===== src/rtl/fdiv_iter.sv =====
// Iterative IEEE-754 single-precision divider for the EX stage: restoring radix-2,
// one quotient bit per cycle, round-to-nearest-even, subnormals flushed to zero.
module fdiv_iter #(
   parameter int unsigned Iter = 26
) (
   input  logic        clk,
   input  logic        rst,
   input  logic        start_i,
   input  logic [31:0] op_a_i,
   input  logic [31:0] op_b_i,
   input  logic        advance_i,
   output logic        busy_o,
   output logic        done_o,
   output logic [31:0] result_o,
   output logic [4:0]  fflags_o
);

   localparam logic [31:0] QNaN   = 32'h7FC0_0000;
   localparam logic [4:0]  FlagNv = 5'b10000;
   localparam logic [4:0]  FlagDz = 5'b01000;
   localparam logic [4:0]  FlagOf = 5'b00100;
   localparam logic [4:0]  FlagUf = 5'b00010;
   localparam logic [4:0]  FlagNx = 5'b00001;

   typedef enum logic [1:0] {StIdle, StDiv, StRound, StDone} state_e;

   state_e            state_q;
   logic [24:0]       rem_q;
   logic [23:0]       div_q;
   logic [Iter-1:0]   q_q;
   logic [4:0]        cnt_q;
   logic signed [9:0] exp_q;
   logic              sign_q;
   logic              done_q;
   logic [31:0]       result_q;
   logic [4:0]        fflags_q;

   // Operand unpack and special-case classification
   logic [7:0]        ea, eb;
   logic [22:0]       fa, fb;
   logic              sign;
   logic              a_nan, b_nan, a_inf, b_inf, a_zero, b_zero;
   logic signed [9:0] exp_init;

   assign ea       = op_a_i[30:23];
   assign eb       = op_b_i[30:23];
   assign fa       = op_a_i[22:0];
   assign fb       = op_b_i[22:0];
   assign sign     = op_a_i[31] ^ op_b_i[31];
   assign a_nan    = (ea == 8'hff) && (fa != 23'h0);
   assign b_nan    = (eb == 8'hff) && (fb != 23'h0);
   assign a_inf    = (ea == 8'hff) && (fa == 23'h0);
   assign b_inf    = (eb == 8'hff) && (fb == 23'h0);
   assign a_zero   = (ea == 8'h00);
   assign b_zero   = (eb == 8'h00);
   assign exp_init = $signed({2'b00, ea}) - $signed({2'b00, eb}) + 10'sd127;

   logic        spec_hit;
   logic [31:0] spec_res;
   logic [4:0]  spec_flags;

   always_comb begin
      spec_hit   = 1'b1;
      spec_res   = 32'h0;
      spec_flags = 5'h0;
      if (a_nan || b_nan) begin
         spec_res   = QNaN;
         spec_flags = ((a_nan && !fa[22]) || (b_nan && !fb[22])) ? FlagNv : 5'h0;
      end else if ((a_inf && b_inf) || (a_zero && b_zero)) begin
         spec_res   = QNaN;
         spec_flags = FlagNv;
      end else if (a_inf) begin
         spec_res = {sign, 8'hff, 23'h0};
      end else if (b_inf) begin
         spec_res = {sign, 31'h0};
      end else if (b_zero) begin
         spec_res   = {sign, 8'hff, 23'h0};
         spec_flags = FlagDz;
      end else if (a_zero) begin
         spec_res = {sign, 31'h0};
      end else begin
         spec_hit = 1'b0;
      end
   end

   // Restoring divide step
   logic              rem_ge;
   logic [24:0]       rem_sub;
   logic [24:0]       rem_next;
   logic [Iter-1:0]   q_next;

   assign rem_ge   = rem_q >= {1'b0, div_q};
   assign rem_sub  = rem_ge ? (rem_q - {1'b0, div_q}) : rem_q;
   assign rem_next = rem_sub << 1;
   assign q_next   = {q_q[Iter-2:0], rem_ge};

   // Normalize, round and range-check the finished quotient
   logic              norm;
   logic [22:0]       frac_pre;
   logic              guard, sticky, round_up;
   logic [23:0]       frac_inc;
   logic signed [9:0] exp_norm, exp_rnd;
   logic [31:0]       rnd_res;
   logic [4:0]        rnd_flags;

   assign norm     = q_q[Iter-1];
   assign frac_pre = norm ? q_q[Iter-2:2] : q_q[Iter-3:1];
   assign guard    = norm ? q_q[1] : q_q[0];
   assign sticky   = (norm & q_q[0]) | (rem_q != 25'h0);
   assign round_up = guard & (sticky | frac_pre[0]);
   assign exp_norm = norm ? exp_q : (exp_q - 10'sd1);
   // A fraction carry-out means the mantissa rolled over to 1.0 of the next binade
   assign frac_inc = {1'b0, frac_pre} + {23'h0, round_up};
   assign exp_rnd  = exp_norm + (frac_inc[23] ? 10'sd1 : 10'sd0);

   always_comb begin
      rnd_res   = {sign_q, exp_rnd[7:0], frac_inc[22:0]};
      rnd_flags = (guard | sticky) ? FlagNx : 5'h0;
      if (exp_rnd >= 10'sd255) begin
         rnd_res   = {sign_q, 8'hff, 23'h0};
         rnd_flags = FlagOf | FlagNx;
      end else if (exp_rnd <= 10'sd0) begin
         rnd_res   = {sign_q, 31'h0};
         rnd_flags = FlagUf | FlagNx;
      end
   end

   always_ff @(posedge clk or posedge rst) begin
      if (rst) begin
         state_q  <= StIdle;
         rem_q    <= '0;
         div_q    <= '0;
         q_q      <= '0;
         cnt_q    <= '0;
         exp_q    <= '0;
         sign_q   <= 1'b0;
         done_q   <= 1'b0;
         result_q <= '0;
         fflags_q <= '0;
      end else begin
         unique case (state_q)
            StIdle: begin
               if (start_i) begin
                  sign_q <= sign;
                  if (spec_hit) begin
                     result_q <= spec_res;
                     fflags_q <= spec_flags;
                     done_q   <= 1'b1;
                     state_q  <= StDone;
                  end else begin
                     rem_q   <= {2'b01, fa};
                     div_q   <= {1'b1, fb};
                     q_q     <= '0;
                     cnt_q   <= '0;
                     exp_q   <= exp_init;
                     state_q <= StDiv;
                  end
               end
            end
            StDiv: begin
               rem_q <= rem_next;
               q_q   <= q_next;
               cnt_q <= cnt_q + 5'd1;
               if (cnt_q == 5'(Iter - 1)) begin
                  state_q <= StRound;
               end
            end
            StRound: begin
               result_q <= rnd_res;
               fflags_q <= rnd_flags;
               exp_q    <= exp_rnd;
               done_q   <= 1'b1;
               state_q  <= StDone;
            end
            StDone: begin
               if (advance_i) begin
                  done_q  <= 1'b0;
                  state_q <= StIdle;
               end
            end
            default: state_q <= StIdle;
         endcase
      end
   end

   assign busy_o   = start_i & ~done_q;
   assign done_o   = done_q;
   assign result_o = result_q;
   assign fflags_o = fflags_q;

endmodule


===== config.mk =====
export PLATFORM = sky130hd
export DESIGN_NAME = fdiv_iter
export DESIGN_NICKNAME = d
export VERILOG_FILES = /design/src/rtl/fdiv_iter.sv
export SDC_FILE = /design/constraint.sdc
export NUM_CORES = 1
export LEC_CHECK = 0
export CAP_MARGIN = 25
export CORE_AREA = 2 2 135 236
export CTS_CLUSTER_DIAMETER = 60
export CTS_CLUSTER_SIZE = 30
export DETAILED_ROUTE_END_ITERATION = 7
export DIE_AREA = 0 0 137 238
export HOLD_SLACK_MARGIN = 0.05
export MAX_ROUTING_LAYER = met4
export SYNTH_ARGS = -nofsm -noshare
export SYNTH_HDL_FRONTEND = slang
export SYNTH_SLANG_ARGS = --single-unit
export TNS_END_PERCENT = 30

===== constraint.sdc =====
create_clock -name clk -period 12.95 [get_ports clk]
set_input_delay 2.59 -clock clk [delete_from_list [all_inputs] [get_ports clk]]
set_output_delay 2.59 -clock clk [all_outputs]
set_load 0.02 [all_outputs]

==> out/summary.txt <==
post-layout min period: 6.63 ns
Cell Area, Synth: 9080 um^2
WL/cell: 16.4 um
# resized after CTS: 0
synth warn: 0
Clock transition at path regs: 0.05 ns
number of setup violations in the final report: 0
die width: 137 um
Core Region: 30,600 um^2
Die Y-Extent: 238 um
post-route clock skew: 0.00726 ns
crit-path cells: buf_4 -> nand2_1 -> a2111oi_2 -> and4bb_2 -> and3_1 -> nand3_1 -> or3_1 -> nor2_1 -> ha_1 -> inv_1 -> o41ai_2 -> nor3b_1 -> xor2_1 -> nor3_1 -> and4_1 -> or4_4 -> nor3_4 -> a221o_1
Hold Vio Cnt, Final: 0
combinational fraction of design power: 56.4%
RSZ-0062 raised after global routing: false
Slew HR: 38.4%
global route hottest layer: met2
Critical-path top delay cell: dfrtp_2
Int Pwr: 1360 uW
Seq cells post-synth: 131
Rows: 85
Clock Path Buffers: 2
met1 Usage GRT: 18.2%
Clk network pwr share: 18.1%
crit end category: register
Post-Synthesis Cells: 1,091
Final Wtd Congestion: 0.894
largest net degree at the start of global routing: 72
Critical Path Source Type: register
clk sinks: 131
VDD IR max: 0.128 mV
Final Power: 2510 uW
GR Layer Usage met3: 2.46%
register area share after synthesis: 36.1%
Critical Path AT: 7.00 ns
routed vias: 8,140
depth of the CTS H-tree: 4
worst slew pin tran: 0.924 ns
total track usage: 16.6%
CTS tree: yes
hold buffers post-CTS: 0
DRT Wirelength: 25,700 um
Synthesized Nets: 1,204
die area: 32,600 um^2
number of global-route vias before repair: 8,063
P per Cell Area: 227 nW/um^2
first-pass GRT wire length: 41,300 um
CP peak stage delay: 0.70 ns
total CTS buffers: 17
WP data required: 13.31 ns
achievable clock frequency: 151 MHz
sw frac: 45.8%
min-delay worst type: register to register
Max-Cap Viols: 0
drt first pass iters: 5
post-synth cell types: 75
antenna violations before repair: 0
Root Buffer: clkbuf_16
EDFF count, synth: 0
routed vias/inst: 5.20
initial core utilization: 29.6%
Synth async-reset ratio: 100%
setup_tns: 0 ns
Sw Pwr: 1150 uW
Ant. Diodes: 0
Final #Nets: 1,276
drt drc: 0
Pins Over Slew Limit: 0
met2 global-route usage: 29.4%
Clock Latency Late Sink: 0.43 ns
Flop pwr share: 25.5%
Setup CP Type: register to register
synth-to-layout area growth: 21.8%
status: finished, final reports clean
mean area per synthesized cell: 8.32 um^2
commonest register cell after synthesis: dfrtp_1
antenna-violating nets left: 0
leakage power figure: 0.00455 uW
Port Buf Inserts: 106
global route total overflow: 0
dpl hpwl: 19,200 um
DR iter-0 viols: 493
worst-path maximum fanout: 36
Ports: 107
layout cell share with drive strength beyond 1: 5.70%
Post-CTS Setup Bufs: 0
period utilization: 51.2%
==> Yosys cell counts, types with 4 or more instances <==
cell | number | area share [%]
nand2_1 | 146 | 6.0
dfrtp_1 | 131 | 36
o21ai_0 | 95 | 5.2
a21oi_1 | 77 | 4.2
nor2_1 | 71 | 2.9
inv_1 | 55 | 2.3
nand3_1 | 51 | 2.8
clkbuf_1 | 48 | 2.0
ha_1 | 43 | 5.9
xnor2_1 | 40 | 3.9
xor2_1 | 27 | 2.6
nor3_1 | 26 | 1.4
a22o_1 | 24 | 2.3
nor4_1 | 24 | 1.7
mux2i_1 | 21 | 2.3
nor2b_1 | 19 | 1.3
nor3b_1 | 18 | 1.5
nand4_1 | 16 | 1.1
nand2b_1 | 11 | 0.76
or3_1 | 10 | 0.69
a21o_1 | 9 | 0.74
buf_1 | 9 | 0.37
mux2_2 | 8 | 0.99
a211oi_1 | 7 | 0.58
a31oi_1 | 7 | 0.48
nand3b_1 | 7 | 0.58
a221o_1 | 5 | 0.55
and2_1 | 5 | 0.34
nand4b_1 | 5 | 0.48
a21boi_0 | 4 | 0.33
o21a_1 | 4 | 0.33
==> layout by cell type, fill, tap and decap left out, types with 8 or more instances in the layout <==
cell             netlist  routed
a21o_1                 9       9
a21oi_1               77      75
a22o_1                24      24
buf_4                  3       9
clkbuf_16              0      17
clkdlybuf4s50_1        0     106
dfrtp_1              131     130
ha_1                  43      42
inv_1                 55      54
mux2_2                 8       8
mux2i_1               21      21
nand2_1              146     146
nand2b_1              11      11
nand3_1               51      51
nand4_1               16      16
nor2_1                71      71
nor2b_1               19      19
nor3_1                26      26
nor3b_1               18      18
nor4_1                24      24
o21ai_0               95      95
or3_1                 10      10
xnor2_1               40      40
xor2_1                27      27
==> power groups by stage <==
stage	combinational, uW	clock (uW)	sequential (uW)
after global routing	1590	481	658
after floorplan	1040	0	634
after CTS	1420	464	641
final	1420	455	642
after global placement	1390	0	646
after detailed placement	1410	0	647
==> state kept, by name, summed over array words and instances, names as in the netlist <==
name / cells
result_o: 32
q_q: 26
rem_q: 25
div_q: 24
exp_q: 10
cnt_q: 5
fflags_o: 5
state_q: 2
done_o: 1
sign_q: 1
==> cell type report <==
cell class	instances	area (um^2)
multi-input cells	841	5360
clock buffers	27	533
inverters	56	213
repair buffers	116	1160
flip-flops and latches	131	3280
clock inverters	4	20.0
well taps	391	489
fillers	3177	19600
==> cell families (layout without fill, tap and decap cells) <==
group	after synthesis	count (layout)	share of synthesized area (%)
AOI/OAI and AO/OA	269	269	18.7
xor gates and xnor gates	67	67	6.46
buffers and inverters	119	203	5.22
muxes	29	29	3.31
DFF	131	131	36.1
and+or+nand+nor	431	431	23.8
adders and majority gates	45	45	6.37
==> layer usage <==
metal  vias to the layer above  part of all wire, %
met5                         -                    0
met3                        43                  3.4
met2                       177                   54
li1                       4020                    -
met1                      3900                   40
met4                         0                  3.3
==> critical path: cells and delay by family, from the launching register on <==
family	cells	cell delay, ns
xor gates and xnor gates	1	0.33
buffers and inverters	2	0.51
and+or+nand+nor	11	3.29
DFF	1	0.70
AOI/OAI and AO/OA	3	1.49
adders and majority gates	1	0.21
==> metrics by stage <==
stage	std cells	instance area, um^2	hold WS [ns]	util (%)	worst slack (ns)
6_report	1566	11100	0.478	36.1	6.32
3_3_place_gp	1533	10500	0.460	34.2	6.55
2_1_floorplan	1091	9080	0.431	-	6.86
5_1_grt	1566	11100	0.522	36.1	5.73
3_5_place_dp	1534	10500	0.470	34.2	6.33
4_1_cts	1565	11000	0.485	36.0	6.28
==> worst paths after layout <==
check,startpoint,end,slack [ns],cells after the start
min,fflags_o[1],fflags_o[1],0.48,2
min in group asynchronous,rst,result_o[31],2.37,2
min reg2reg,fflags_o[1],fflags_o[1],0.48,2
max,q_q[25],result_o[22],6.32,18
max in group asynchronous,rst,q_q[25],9.12,4
max reg2reg,q_q[25],result_o[22],6.32,18
Power figures use the tool's default switching activity.
